### src/rtl/trace_pkg.sv
// Shared types for the commit trace buffer: record layout, flag positions and FSM states.
package trace_pkg;

   typedef enum logic [1:0] {
      ST_RUN     = 2'd0,
      ST_HALTED  = 2'd1,
      ST_DONE    = 2'd2,
      ST_TIMEOUT = 2'd3
   } trace_state_e;

   // Flag nibble sits in the top bits of every record.
   localparam int REC_FLAG_W = 4;
   localparam int FLAG_HALT  = 3;
   localparam int FLAG_WE    = 2;
   localparam int FLAG_LD    = 1;
   localparam int FLAG_ST    = 0;

   typedef struct packed {
      logic        halt;
      logic        reg_we;
      logic        ld;
      logic        st;
      logic [3:0]  reg_idx;
      logic [15:0] reg_data;
      logic [15:0] mem_addr;
      logic [15:0] mem_data;
   } trace_rec_t;

   localparam int REC_W = $bits(trace_rec_t);

   function automatic int rec_width(input int reg_w, input int data_w, input int addr_w);
      return REC_FLAG_W + reg_w + data_w + addr_w + data_w;
   endfunction

endpackage

### src/rtl/trace_fifo.sv
// Circular record FIFO; a push into a full FIFO only lands when a pop frees a slot the same cycle.
module trace_fifo
   import trace_pkg::*;
#(
   parameter int WIDTH = REC_W,
   parameter int DEPTH = 8
) (
   input  logic             clk,
   input  logic             rst_n,
   input  logic             push,
   input  logic             pop,
   input  logic [WIDTH-1:0] wdata,
   output logic             full,
   output logic             empty,
   output logic             one_left,
   output logic [WIDTH-1:0] rdata
);

   localparam int PTR_W = (DEPTH > 2) ? $clog2(DEPTH) : 1;

   logic [WIDTH-1:0] mem_q [DEPTH];
   logic [PTR_W-1:0] wr_ptr_q, rd_ptr_q;
   logic [PTR_W:0]   count_q;
   logic             push_ok_s, pop_ok_s;

   assign full      = (count_q == (PTR_W+1)'(DEPTH));
   assign empty     = (count_q == (PTR_W+1)'(0));
   assign one_left  = (count_q == (PTR_W+1)'(1));
   assign pop_ok_s  = pop & ~empty;
   assign push_ok_s = push & (~full | pop_ok_s);
   assign rdata     = mem_q[rd_ptr_q];

   // storage array, written only on an accepted push
   always_ff @(posedge clk) begin
      if (push_ok_s) begin
         mem_q[wr_ptr_q] <= wdata;
      end
   end

   // pointers wrap naturally at DEPTH because DEPTH is a power of two
   always_ff @(posedge clk or negedge rst_n) begin
      if (!rst_n) begin
         wr_ptr_q <= '0;
         rd_ptr_q <= '0;
         count_q  <= '0;
      end else begin
         if (push_ok_s) wr_ptr_q <= wr_ptr_q + PTR_W'(1);
         if (pop_ok_s)  rd_ptr_q <= rd_ptr_q + PTR_W'(1);
         case ({push_ok_s, pop_ok_s})
            2'b10:   count_q <= count_q + (PTR_W+1)'(1);
            2'b01:   count_q <= count_q - (PTR_W+1)'(1);
            default: count_q <= count_q;
         endcase
      end
   end

endmodule

### src/rtl/commit_trace_buffer.sv
// Retirement trace capture with counters and run/halt FSM.
// Watchdog and TIMEOUT state exist only when COMMIT_TRACE_TIMEOUT_EN is defined.
module commit_trace_buffer
   import trace_pkg::*;
#(
   parameter int DATA_W  = 16,
   parameter int ADDR_W  = 16,
   parameter int REG_W   = 4,
   parameter int DEPTH   = 8,
   parameter int CNT_W   = 32,
   parameter int TIMEOUT = 100000,
   localparam int EV_REC_W = rec_width(REG_W, DATA_W, ADDR_W)
) (
   input  logic                clk,
   input  logic                rst_n,
   input  logic                trace_en,
   input  logic                halt,
   input  logic                reg_we,
   input  logic [REG_W-1:0]    reg_idx,
   input  logic [DATA_W-1:0]   reg_data,
   input  logic                mem_en,
   input  logic                mem_wr,
   input  logic [ADDR_W-1:0]   mem_addr,
   input  logic [DATA_W-1:0]   mem_wdata,
   input  logic [DATA_W-1:0]   mem_rdata,
   input  logic                ev_ready,
   output logic                ev_valid,
   output logic [EV_REC_W-1:0] ev_rec,
   output logic [CNT_W-1:0]    cycle_cnt,
   output logic [CNT_W-1:0]    inst_cnt,
   output logic [CNT_W-1:0]    drop_cnt,
   output logic                overflow,
   output logic                done,
   output logic                timeout
);

   trace_state_e          state_q, state_d;
   logic [CNT_W-1:0]      cycle_cnt_q, inst_cnt_q, drop_cnt_q;
   logic                  overflow_q;
   logic [REC_FLAG_W-1:0] flags_s;
   logic [EV_REC_W-1:0]   rec_s;
   logic                  capture_s, pop_s, drop_s, to_hit_s, drain_empty_s;
   logic                  full_s, empty_s, one_left_s;
   logic                  inst_inc_s, cyc_inc_s;

   assign capture_s     = (state_q == ST_RUN) & trace_en & (halt | reg_we | mem_en);
   assign pop_s         = ev_ready & ~empty_s;
   assign drop_s        = capture_s & full_s & ~pop_s;
   assign drain_empty_s = empty_s | (one_left_s & pop_s);
   assign inst_inc_s    = (state_q == ST_RUN) & (halt | reg_we | (mem_en & mem_wr));
   assign cyc_inc_s     = (state_q == ST_RUN) | (state_q == ST_HALTED);

`ifdef COMMIT_TRACE_TIMEOUT_EN
   assign to_hit_s = (cycle_cnt_q == CNT_W'(TIMEOUT - 1));
   assign timeout  = (state_q == ST_TIMEOUT);
`else
   assign to_hit_s = 1'b0;
   assign timeout  = 1'b0;
`endif

   // record assembly; fields of events that did not happen are forced to zero
   always_comb begin
      flags_s            = '0;
      flags_s[FLAG_HALT] = halt;
      flags_s[FLAG_WE]   = reg_we;
      flags_s[FLAG_LD]   = mem_en & ~mem_wr;
      flags_s[FLAG_ST]   = mem_en & mem_wr;
      rec_s = {flags_s,
               reg_we ? reg_idx  : {REG_W{1'b0}},
               reg_we ? reg_data : {DATA_W{1'b0}},
               mem_en ? mem_addr : {ADDR_W{1'b0}},
               mem_en ? (mem_wr ? mem_wdata : mem_rdata) : {DATA_W{1'b0}}};
   end

   // next-state logic; halt wins over a coincident watchdog expiry
   always_comb begin
      state_d = state_q;
      case (state_q)
         ST_RUN: begin
            if (halt)          state_d = ST_HALTED;
            else if (to_hit_s) state_d = ST_TIMEOUT;
            else               state_d = ST_RUN;
         end
         ST_HALTED: begin
            if (drain_empty_s) state_d = ST_DONE;
            else               state_d = ST_HALTED;
         end
         ST_DONE:    state_d = ST_DONE;
         ST_TIMEOUT: state_d = ST_TIMEOUT;
         default:    state_d = ST_RUN;
      endcase
   end

   // state and saturating counters
   always_ff @(posedge clk or negedge rst_n) begin
      if (!rst_n) begin
         state_q     <= ST_RUN;
         cycle_cnt_q <= '0;
         inst_cnt_q  <= '0;
         drop_cnt_q  <= '0;
         overflow_q  <= 1'b0;
      end else begin
         state_q <= state_d;
         if (cyc_inc_s && cycle_cnt_q != '1) cycle_cnt_q <= cycle_cnt_q + CNT_W'(1);
         if (inst_inc_s && inst_cnt_q != '1) inst_cnt_q <= inst_cnt_q + CNT_W'(1);
         if (drop_s && drop_cnt_q != '1)     drop_cnt_q <= drop_cnt_q + CNT_W'(1);
         if (drop_s)                         overflow_q <= 1'b1;
      end
   end

   trace_fifo #(.WIDTH(EV_REC_W), .DEPTH(DEPTH)) u_fifo (
      .clk      (clk),
      .rst_n    (rst_n),
      .push     (capture_s),
      .pop      (pop_s),
      .wdata    (rec_s),
      .full     (full_s),
      .empty    (empty_s),
      .one_left (one_left_s),
      .rdata    (ev_rec)
   );

   assign ev_valid  = ~empty_s;
   assign cycle_cnt = cycle_cnt_q;
   assign inst_cnt  = inst_cnt_q;
   assign drop_cnt  = drop_cnt_q;
   assign overflow  = overflow_q;
   assign done      = (state_q == ST_DONE);

endmodule

### config.mk
export PLATFORM = sky130hd
export DESIGN_NAME = commit_trace_buffer
export DESIGN_NICKNAME = d
export VERILOG_FILES = /design/src/rtl/trace_pkg.sv /design/src/rtl/trace_fifo.sv /design/src/rtl/commit_trace_buffer.sv
export SDC_FILE = /design/constraint.sdc
export NUM_CORES = 1
export LEC_CHECK = 0
export ABC_CLOCK_PERIOD_IN_PS = 8700
export BUFFER_PORTS_ARGS = -buffer_cell sky130_fd_sc_hd__buf_2
export CORE_ASPECT_RATIO = 0.75
export CORE_MARGIN = 2
export CORE_UTILIZATION = 52
export DETAILED_ROUTE_END_ITERATION = 12
export PLACE_DENSITY_LB_ADDON = 0.3
export SLEW_MARGIN = 20
export SYNTH_ARGS = -nofsm -noshare
export SYNTH_HDL_FRONTEND = slang
export SYNTH_SLANG_ARGS = --single-unit
### constraint.sdc
create_clock -name clk -period 8.7 [get_ports clk]
set_input_delay 1.74 -clock clk [delete_from_list [all_inputs] [get_ports clk]]
set_output_delay 1.74 -clock clk [all_outputs]
set_load 0.01 [all_outputs]
==> summary.md, run 1 <==
| Metric | Value |
|---|---|
| Status | finished, final reports clean |
| Fin crit period | between 5 and 6 ns |
| Post-synth cell types | 51 |
| Pre-CTS WS | 3.429 ns |
| Critical path data arrival time | about 3.4 ns |
| Maximum clock rate | 195.8 MHz |
| Fin area | ~0.026 sq mm |
| Final hold violations | 0 |
| Syn-to-layout area delta | 15.59% |
| CTS Buffer Depth | 3 |
| Die area | 0.04522 sq mm |
| Async SR Flop Fraction | approximately a fifth |
| Met1 Wirelength | approximately 20000 um |
| Dpl hpwl | 26440 um |
| Max Transition Viols Final | 0 |
| Initial cell density of the core | 52.40% |
| Seq. cell area | around 0.016 sq mm |
| Post-cts sizing count | 0 |
| Largest cells by area after synthesis | edfxtp_1 59%, dfrtp_1 12%, mux4_2 11% |
| Io pins | around 230 |
| Grt ovf | 0 |
| Post-synth top flop | edfxtp_1 |
| Utilization after layout | 60.57% |
| Post-synth EDFFs | 448 |
| Drt first pass iters | 5 |
| Post-synth top area cell | edfxtp_1 |
| Worst-path fanout max | 58 |
| Highest routed layer | met5 |
| DP Area | 0.02447 sq mm |
| Post-route setup slack | 3.592 ns |
| Row cnt | 66 |
| Worst Path Required | 6.96 ns |
| TNS Setup | 0 ns |
| Post-synth top area share | 59.45% |
| Reg clk slew, reported paths | 0.06 ns |
| Area of the mapped netlist | 0.02263 sq mm |
| CTS root buffer | clkbuf_16 |
| Final setup vio count | 0 |
| PwrDens | approximately 260 mW/mm^2 |
| Synth Instances | ~1200 |
| YS warnings | 0 |
| H-tree levels | 2 |
| Area of the multi-input gates | ~0.0063 sq mm |
| Post-CTS setup buffer count | 0 |
| Hold-fix buffers, CTS | 0 |
| Vias in the first global route | roughly 12000 |
| Number of synthesized register bits | 557 |
| Routability congestion estimate | around 0.8 |
| HP Class | reg2reg |
| Commonest non-fill, non-tap cell in the layout | edfxtp_1 |
| Drt total wl | roughly 46000 um |
| Core ar. | approximately 0.043 sq mm |
| Synth Net Count | 1314 |
| Post-synthesis sequential area ratio | 71.50% |
| Clk sinks | ~560 |
| Via count | ~12000 |
| Initial antenna violation count | 4 |
| Most frequent cells in the layout | 448 x edfxtp_1, 229 x buf_2, 112 x mux4_2, 106 x dfrtp_1, 62 x mux2_2 |
| CP endpoint kind | output pin |
| Mean routed wirelength per cell | 21.72 um |
| Worst setup SP type | register |
| Num CTS Buffers | 53 |
| Vias per cell | 5.667 |
| Overall routing resource usage | between 20% and 30% |
| Die Y | 184.7 um |
| Period utilization | 58.71% |
| Skew final | ~0.014 ns |
| DRC viols | 0 |
| Largest net degree at the start of global routing | 97 |
| CTS tree | built |
| Worst skew pair latency | approximately 0.57 ns |
| Max_slew headroom | between 30% and 40% |
| Leakage Power | between 9 and 10 nW |
| WL met3 | 2333 um |
| Port buffer count | 230 |
| Crit Path Class | reg2out |
| Fillers | 3142 |
| Slew at the pin with the worst max-slew slack | around 1.0 ns |
| Metal2 WL | 21890 um |
| Worst vdd ir | 0.0002071 V |
| RSZ-0062 raised after global routing | no |
| Layout cells sized above 1 | 33.79% |
| Layout Nets | between 1500 and 2000 |
| First DRT Iteration DRCs | 795 |
| Avg Cell Area, Syn | 18.41 sq um |
| Max_cap viols | 0 |
| Antenna-violating nets left | 0 |
| Die X-Extent | between 200 and 250 um |
| First-pass GRT wire length | just over 70000 um |
## synth_stat cells (3+ instances only)
| master | number |
|---|---|
| nor2b_1 | 21 |
| nor4_1 | 12 |
| and3_1 | 20 |
| inv_1 | 13 |
| nor3_1 | 13 |
| nand2b_1 | 3 |
| and4_1 | 13 |
| mux4_2 | 112 |
| dfrtp_1 | 109 |
| mux2_2 | 62 |
| clkbuf_1 | 30 |
| and2_1 | 42 |
| a21oi_1 | 4 |
| mux2i_1 | 17 |
| buf_2 | 10 |
| xor2_1 | 41 |
| nor2_1 | 35 |
| nand4_1 | 33 |
| or3_1 | 3 |
| buf_1 | 7 |
| edfxtp_1 | 448 |
| ha_1 | 9 |
| nand3_1 | 41 |
| nor4b_1 | 3 |
| nand2_1 | 39 |
| xnor2_1 | 58 |
## state kept, by name, summed over array words and instances, names as in the netlist
signal and flops:
u_fifo.mem_q 448, state_q 2, drop_cnt 32, u_fifo.rd_ptr_q 3, cycle_cnt 32, u_fifo.count_q 4
inst_cnt 32, overflow 1, u_fifo.wr_ptr_q 3
## stage by stage
step / power [mW] / hold WS, ns / std cells
6_report: 6.892 / 0.4686 / 2101
3_5_place_dp: 4.835 / 0.4525 / 2000
4_1_cts: 6.995 / 0.4766 / 2097
5_1_grt: 7.204 / 0.4950 / 2100
2_1_floorplan: 4.281 / 0.4562 / 1229
3_3_place_gp: 4.821 / 0.4479 / 2000
## power by group
part           internal [mW]  switching [mW]  total [mW]
sequential              2.94           0.152        3.09
combinational          0.874           0.771        1.65
clock                   1.20           0.950        2.15
## worst paths after layout
path,from,to,slack (ns),depth (start not counted)
max in group asynchronous,rst_n,u_fifo.rd_ptr_q[0]$_DFFE_PN0P_,6.52,2
hold / removal,u_fifo.rd_ptr_q[2]$_DFFE_PN0P_,u_fifo.rd_ptr_q[2]$_DFFE_PN0P_,0.47,1
hold reg to reg,u_fifo.rd_ptr_q[2]$_DFFE_PN0P_,u_fifo.rd_ptr_q[2]$_DFFE_PN0P_,0.47,1
min in group asynchronous,rst_n,inst_cnt[19]$_DFFE_PN0P_,1.08,1
setup reg to reg,u_fifo.count_q[0]$_DFFE_PN0P_,u_fifo.mem_q[5][33]$_DFFE_PP_,5.40,8
setup / recovery,u_fifo.rd_ptr_q[1]$_DFFE_PN0P_,ev_rec[4],3.59,4
## cell families (layout without fill, tap and decap cells)
| kind of cell | after synthesis | in the layout | synth area share, % |
|---|---|---|---|
| other cells | 1 | 3 | 0.01657 |
| mux | 191 | 191 | 14.98 |
| fa+ha+maj | 9 | 9 | 0.4976 |
| xor+xnor | 99 | 99 | 3.832 |
| buf+inv | 62 | 354 | 1.117 |
| compound gates | 15 | 15 | 0.5861 |
| simple gates | 295 | 295 | 7.464 |
| flops | 557 | 557 | 71.50 |
## per-layer routing
metal / up-vias / track usage (%)
met5: - / 0
met4: 4 / 5.122
met3: 64 / 3.858
met2: 299 / 32.58
met1: 6200 / 29.34
li1: 5339 / -
## worst max-delay path: stages (launching register included)
cell and delay, ns:
dfrtp_4 1.02, buf_4 0.79, mux4_2 0.43, mux2_2 0.32
buf_2 0.15
## area by class of cell
type	count	area share, %
tap	578	2.765
clock inverter	20	0.5596
clock buffer	77	5.606
antenna	2	0.01913
multi-input combinational	610	23.95
timing repair buffer	244	5.027
sequential	557	61.89
inverter	13	0.1865
Note: power is estimated with default switching activity, not from simulation.
==> inputs of run 2 (changes only) <==
ABC_AREA = 1   (was not set)
ABC_CLOCK_PERIOD_IN_PS = 4900   (was 8700)
clock period = 4.9 ns   (was 8.7 ns; I/O delays follow)
==> summary.md, run 2 <==
| Metric | Value |
|---|---|
| Slew at the pin with the worst max-slew slack | 1.093 ns (+0.08396 ns) |
| Switching share of power | 32.15% (+5.0 points) |
| Layout Nets | 2659 (+70%) |
| Drt total wl | 58730 um (+29%) |
| Crit path max-delay family | buffers and inverters |
| Async SR Flop Fraction | 19.57% (unchanged) |
| Worst Path Required | 3.92 ns (-3.04 ns) |
| Worst setup SP type | register |
| Seq pwr share | 40.8% (-4.1 points) |
| Die X-Extent | 256.8 um (+4.9%) |
| Area of the mapped netlist | 0.02493 sq mm (+10%) |
| Commonest non-fill, non-tap cell in the layout | nand2_1 |
| Post-synth top area cell | edfxtp_1 |
| Critical R2R Capture | u_fifo.mem_q[4][10]$_DFFE_PP_ |
| Fillers | 3929 (+25%) |
| Leakage Power | 11.36 nW (+18%) |
| Crit Path Class | reg2out |
| Synth Net Count | 2447 (+86%) |
| Max incr delay on CP | 0.55 ns (-0.47 ns) |
| Port buffer count | 230 (unchanged) |
| Final setup vio count | 0 (unchanged) |
| Min Hold Slack | 0.3180 ns (-0.1507 ns) |
| Count leader, synth | nand2_1 |
| Die area | 0.04973 sq mm (+10%) |
| Top reg by flops | u_fifo.mem_q |
| Fin crit period | roughly 3.7 ns |
| Post-synth top area share | 53.96% (-5.5 points) |
| CTS root buffer | clkbuf_16 |
| Overall routing resource usage | 23.55% (+3.1 points) |
| Mean routed wirelength per cell | 18.01 um (-17%) |
| Core ar. | 0.04731 sq mm (+9.5%) |
| Comb power frac | 27.1% (+3.2 points) |
| Antenna-violating nets left | 0 (unchanged) |
| Post-cts sizing count | 0 (unchanged) |
| Clock Power Share | 32.1% (+0.9 points) |
| Critical Path Stages | 6 (+2) |
| Reg clk slew, reported paths | 0.06 ns (about the same) |
| Area of the multi-input gates | 0.007804 sq mm (+25%) |
| CTS Buffer Depth | 3 (unchanged) |
| Initial cell density of the core | 52.69% (+0.30 points) |
| Layout cells sized above 1 | 14.37% (-19 points) |
| Via count | 17750 (+49%) |
| H-tree levels | 2 (unchanged) |
| Max FFs per register | 448 (unchanged) |
| Reg-to-reg startpoint | state_q[1]$_DFF_PN0_ |
| Max_slew headroom | 27.13% (-5.4 points) |
| Clk sinks | 557 (unchanged) |
| Max_cap viols | 0 (unchanged) |
| Hold-fix buffers, CTS | 0 (unchanged) |
| Worst-path fanout max | 171 (+190%) |
| Largest cells by area after synthesis | edfxtp_1 54%, dfrtp_1 11%, nand2_1 11% |
| Max Transition Viols Final | 0 (unchanged) |
| Vias per cell | 5.444 (-3.9%) |
| Grt ovf | 0 (unchanged) |
| Initial antenna violation count | 8 (+4) |
| CP max-delay cell | buf_12 |
| Avg Cell Area, Syn | 10.55 sq um (-43%) |
| Die Y | 193.6 um (+4.9%) |
| YS warnings | 0 (unchanged) |
| Dpl hpwl | 36010 um (+36%) |
| Register-to-register setup slack | 1.80 ns (-3.60 ns) |
| Post-synth top flop | edfxtp_1 |
| Maximum clock rate | 267.6 MHz |
| HP Class | in2async |
| Post-Layout Cell Count | 3261 (+55%) |
| Worst vdd ir | 0.0007628 V (+270%) |
| Final hold violations | 0 (unchanged) |
| Period utilization | 76.25% |
| Seq. cell area | 0.01619 sq mm (unchanged) |
| CP endpoint kind | output pin |
| Num CTS Buffers | 53 (unchanged) |
| Most used cell, CP | nand2_1 |
| Routability congestion estimate | 0.9253 (+16%) |
| Most frequent cells in the layout | 725 x nand2_1, 448 x edfxtp_1, 277 x nor2_1, 229 x buf_2, 131 x inv_1 |
| Post-synth cell types | 38 (-25%) |
| DRC viols | 0 (unchanged) |
| Int Pwr | 8.709 mW (+74%) |
| Critical path data arrival time | 2.76 ns (-0.61 ns) |
| Syn-to-layout area delta | 14.45% |
| Row cnt | 69 (+4.5%) |
| Synth Instances | 2362 (+92%) |
| Post-synthesis sequential area ratio | 64.90% (-6.6 points) |
| PwrDens | 449.8 mW/mm^2 (+71%) |
| Largest net degree at the start of global routing | 172 (+77%) |
| Drt first pass iters | 5 (unchanged) |
| Post-synth top cells | 725 x nand2_1, 448 x edfxtp_1, 286 x nor2_1, 132 x inv_1, 124 x o21ai_0 |
| Power, Total | 12.84 mW (+86%) |
| Worst skew pair latency | 0.63 ns (+0.06 ns) |
| Critical-path cell list | buf_12 -> o21ai_0 -> o22ai_1 -> nand2_1 -> nand2_1 -> buf_2 |
| Io pins | 232 (unchanged) |
| Skew final | 0.04586 ns (+0.03188 ns) |
| Placed cells | 3158 (+58%) |
| First-pass GRT wire length | 93120 um (+32%) |
| TNS Setup | 0 ns (unchanged) |
| RSZ-0062 raised after global routing | no |
| First DRT Iteration DRCs | 1494 (+88%) |
| Number of synthesized register bits | 557 (unchanged) |
| R2r worst-path depth | 9 (+1) |
| CTS tree | built |
| Vias in the first global route | 17270 (+41%) |
| Buf+Inv Stages, Crit Path | 2 (unchanged) |
| Post-synth EDFFs | 448 (unchanged) |
| Status | finished, final reports clean |
| Post-CTS setup buffer count | 0 (unchanged) |
| Switch Pwr | 4.126 mW (+120%) |
[run 2: cell types whose count changed in the layout (fill, tap and decap cells not counted), sizes merged, moves of 62 or more]
cell and change:
nor2 +265, o22ai +113, mux2 -62, inv +125, mux2i +95, mux4 -112
o21ai +123, nand2 +696
[run 2: final cells by class]
type,count,share of cell area (%)
Sequential cell,557,56.74
Multi-Input combinational cell,1568,27.35
Timing Repair Buffer,253,5.043
Clock buffer,64,4.938
Tap cell,639,2.802
Inverter,141,1.864
Clock inverter,34,1.223
Antenna cell,5,0.04385
[run 2: worst max-delay path by stage]
stage,startpoint,end
after floorplan,mem_en,u_fifo.mem_q[0][0]$_DFFE_PP_
after CTS,u_fifo.rd_ptr_q[1]$_DFFE_PN0P_,ev_rec[9]
after global routing,u_fifo.rd_ptr_q[1]$_DFFE_PN0P_,ev_rec[8]
after detailed placement,reg_we,u_fifo.mem_q[4][7]$_DFFE_PP_
after global placement,reg_we,u_fifo.mem_q[4][10]$_DFFE_PP_
final,u_fifo.rd_ptr_q[0]$_DFFE_PN0P_,ev_rec[26]
[run 2: cells by family after synthesis]
kind of cell    count (synthesis)  synth area share [%]
xor+xnor                       41                 1.440
mux                           112                 4.497
compound gates                261                 6.078
simple gates                 1144                 18.57
buf+inv                       237                 4.045
flops                         557                 64.90
fa+ha+maj                       9                0.4517
other cells                     1               0.01504
[run 2: metal layers]
metal / GRT usage, % / part of all wire [%] / up-vias
met3: 5.190 / 7.9 / 83
li1: - / - / 8475
met5: 0 / 0.046 / -
met2: 37.73 / 46 / 589
met1: 32.92 / 44 / 8602
met4: 5.922 / 1.9 / 4
[run 2: power by group through the flow]
stage | Clock [mW] | Combinational, mW | Sequential (mW)
after detailed placement | 0 | 3.50 | 5.34
after floorplan | 0 | 2.40 | 5.27
final | 4.12 | 3.48 | 5.24
after CTS | 4.19 | 3.52 | 5.24
after global routing | 4.37 | 3.84 | 5.25
after global placement | 0 | 3.43 | 5.33
[run 2: worst register-to-register path, stage by stage (launching register included)]
cell and delay, ns:
dfrtp_1 0.46, inv_2 0.28, nand2_1 0.18, nor2_1 0.16, nand2_1 0.11, nor2_2 0.19, inv_2 0.07, or2_1 0.36
nor2_4 0.59, buf_12 0.35
[run 2: stage by stage]
| stage | instance area [sq um] | setup slack, ns | util [%] |
|---|---|---|---|
| 2_1_floorplan | 24930 | 0.2545 | - |
| 3_3_place_gp | 26760 | 1.127 | 56.57 |
| 3_5_place_dp | 26760 | 1.091 | 56.57 |
| 4_1_cts | 28520 | 1.176 | 60.29 |
| 5_1_grt | 28520 | 0.9606 | 60.29 |
| 6_report | 28530 | 1.164 | 60.31 |
==> inputs of run 3 (changes only) <==
ABC_AREA = 0   (was 1)
ABC_CLOCK_PERIOD_IN_PS = 3500   (was 4900)
clock period = 3.5 ns   (was 4.9 ns; I/O delays follow)
==> summary.md, run 3 (synthesis gave the netlist of run 1 again) <==
| Metric | Value |
|---|---|
| Status | finished, final reports clean |
| Max Transition Viols Final | 0 (unchanged) |
| First-pass GRT wire length | 71650 um (-23%) |
| Post-cts sizing count | 0 (unchanged) |
| Clk sinks | 557 (unchanged) |
| Syn-to-layout area delta | 17.58% |
| First DRT Iteration DRCs | 730 (-51%) |
| Largest net degree at the start of global routing | 67 (-61%) |
| Io pins | 232 (unchanged) |
| Die X-Extent | 244.9 um (-4.7%) |
| TNS Setup | 0 ns (unchanged) |
| Initial cell density of the core | 52.40% (-0.30 points) |
| Vias in the first global route | 12300 (-29%) |
| Dpl hpwl | 28090 um (-22%) |
| Max_slew headroom | 32.37% (+5.2 points) |
| Seq pwr share | 43.9% (+3.1 points) |
| Port buffer count | 230 (unchanged) |
| Switching share of power | 26.81% (-5.3 points) |
| HP Class | in2async |
| Final setup vio count | 0 (unchanged) |
| Fin crit period | 3.365 ns |
| Fillers | 3156 (-20%) |
| Skew final | 0.01161 ns (-0.03425 ns) |
| Worst vdd ir | 0.0004739 V (-38%) |
| Worst Path Required | 2.80 ns (-1.12 ns) |
| Hold-fix buffers, CTS | 0 (unchanged) |
| Worst-path fanout max | 51 (-70%) |
| Initial antenna violation count | 4 (-4) |
| RSZ-0062 raised after global routing | no |
| Drt total wl | 46320 um (-21%) |
| Commonest non-fill, non-tap cell in the layout | edfxtp_1 |
| Clock Power Share | 32.1% (about the same) |
| Drt first pass iters | 5 (unchanged) |
| CTS tree | built |
| Leakage Power | 9.856 nW (-13%) |
| Post-Layout Cell Count | 2113 (-35%) |
| Antenna-violating nets left | 0 (unchanged) |
| Mean routed wirelength per cell | 21.92 um (+22%) |
| Max FFs per register | 448 (unchanged) |
| CP endpoint kind | output pin |
| Final hold violations | 0 (unchanged) |
| Via count | 11990 (-32%) |
| Register-to-register setup slack | 0.89 ns (-0.91 ns) |
| Placed cells | 2023 (-36%) |
| Comb power frac | 24.0% (-3.1 points) |
| Die Y | 184.7 um (-4.6%) |
| Post-CTS setup buffer count | 0 (unchanged) |
| Layout cells sized above 1 | 35.23% (+21 points) |
| Int Pwr | 12.88 mW (+48%) |
| DRC viols | 0 (unchanged) |
| Routability congestion estimate | 0.8169 (-12%) |
| Overall routing resource usage | 20.81% (-2.7 points) |
| Vias per cell | 5.673 (+4.2%) |
| CTS root buffer | clkbuf_16 |
| H-tree levels | 2 (unchanged) |
| Max_cap viols | 0 (unchanged) |
| Worst skew pair latency | 0.59 ns (-0.04 ns) |
| Row cnt | 66 (-4.3%) |
| R2r worst-path depth | 8 (-1) |
| Worst setup SP type | register |
| Critical path data arrival time | 2.66 ns (-0.10 ns) |
| Core ar. | 0.04319 sq mm (-8.7%) |
| Num CTS Buffers | 52 (-1.9%) |
| Slew at the pin with the worst max-slew slack | 1.005 ns (-0.08794 ns) |
| Critical R2R Capture | u_fifo.mem_q[7][34]$_DFFE_PP_ |
| PwrDens | 661.3 mW/mm^2 (+47%) |
| Switch Pwr | 4.717 mW (+14%) |
| Maximum clock rate | 297.2 MHz |
| Layout Nets | 1584 (-40%) |
| Reg clk slew, reported paths | 0.06 ns (about the same) |
| Most frequent cells in the layout | 448 x edfxtp_1, 229 x buf_2, 112 x mux4_2, 106 x dfrtp_1, 62 x mux2_2 |
| Crit Path Class | reg2out |
| Reg-to-reg startpoint | u_fifo.count_q[0]$_DFFE_PN0P_ |
| Period utilization | 96.14% |
| Utilization after layout | 61.61% (+1.3 points) |
| Die area | 0.04522 sq mm (-9.1%) |
| Top reg by flops | u_fifo.mem_q |
| CTS Buffer Depth | 3 (unchanged) |
| Grt ovf | 0 (unchanged) |
## run 3: per-stage QoR
stage / hold slack [ns] / area (sq um) / power (mW) / setup slack, ns
after floorplan: 0.4044 / 22640 / 10.64 / -0.6846
after global placement: 0.4703 / 24920 / 12.14 / 0.6572
after detailed placement: 0.4741 / 24920 / 12.18 / 0.6525
after CTS: 0.2219 / 26600 / 17.84 / 0.07918
after global routing: 0.2767 / 26600 / 18.35 / 0.04068
final: 0.2142 / 26610 / 17.60 / 0.1352
## run 3: critical path: stages (launching register included)
cell	delay [ns]
dfrtp_4	0.97
buf_4	0.34
mux4_2	0.32
mux2_2	0.28
buf_2	0.14
## run 3: power by group through the flow
stage	Sequential (mW)	Combinational, mW	Clock (mW)
floorplan	7.59	3.05	0
finish	7.73	4.22	5.64
CTS	7.73	4.34	5.77
detailed placement	7.87	4.31	0
global route	7.76	4.56	6.02
global placement	7.86	4.28	0
## run 3: final cells by class
| type | instances | area (sq um) | area share [%] |
|---|---|---|---|
| timing repair buffer | 265 | 1692 | 6.358 |
| clock inverter | 29 | 344.1 | 1.293 |
| multi-input combinational | 610 | 6264 | 23.54 |
| inverter | 13 | 48.80 | 0.1834 |
| antenna | 2 | 5.005 | 0.01881 |
| tap | 578 | 723.2 | 2.718 |
| clock buffer | 59 | 1341 | 5.041 |
| sequential | 557 | 16190 | 60.85 |
## run 3: how the worst max path moves through the flow
| stage | startpoint | endpoint | slack, ns | depth (start not counted) |
|---|---|---|---|---|
| 3_3_place_gp | halt | u_fifo.mem_q[7][32]$_DFFE_PP_ | 0.66 | 8 |
| 5_1_grt | u_fifo.rd_ptr_q[1]$_DFFE_PN0P_ | ev_rec[1] | 0.04 | 4 |
| 3_5_place_dp | halt | u_fifo.mem_q[6][34]$_DFFE_PP_ | 0.65 | 6 |
| 6_report | u_fifo.rd_ptr_q[1]$_DFFE_PN0P_ | ev_rec[21] | 0.14 | 4 |
| 2_1_floorplan | ev_ready | u_fifo.mem_q[7][0]$_DFFE_PP_ | -0.68 | 4 |
| 4_1_cts | u_fifo.rd_ptr_q[1]$_DFFE_PN0P_ | ev_rec[20] | 0.08 | 4 |
## run 3: routing by layer
layer,share of wire (%),global-route usage (%)
met1,45,29.69
met2,48,33.02
met3,5.6,4.455
met4,1.7,5.341
met5,0.058,0
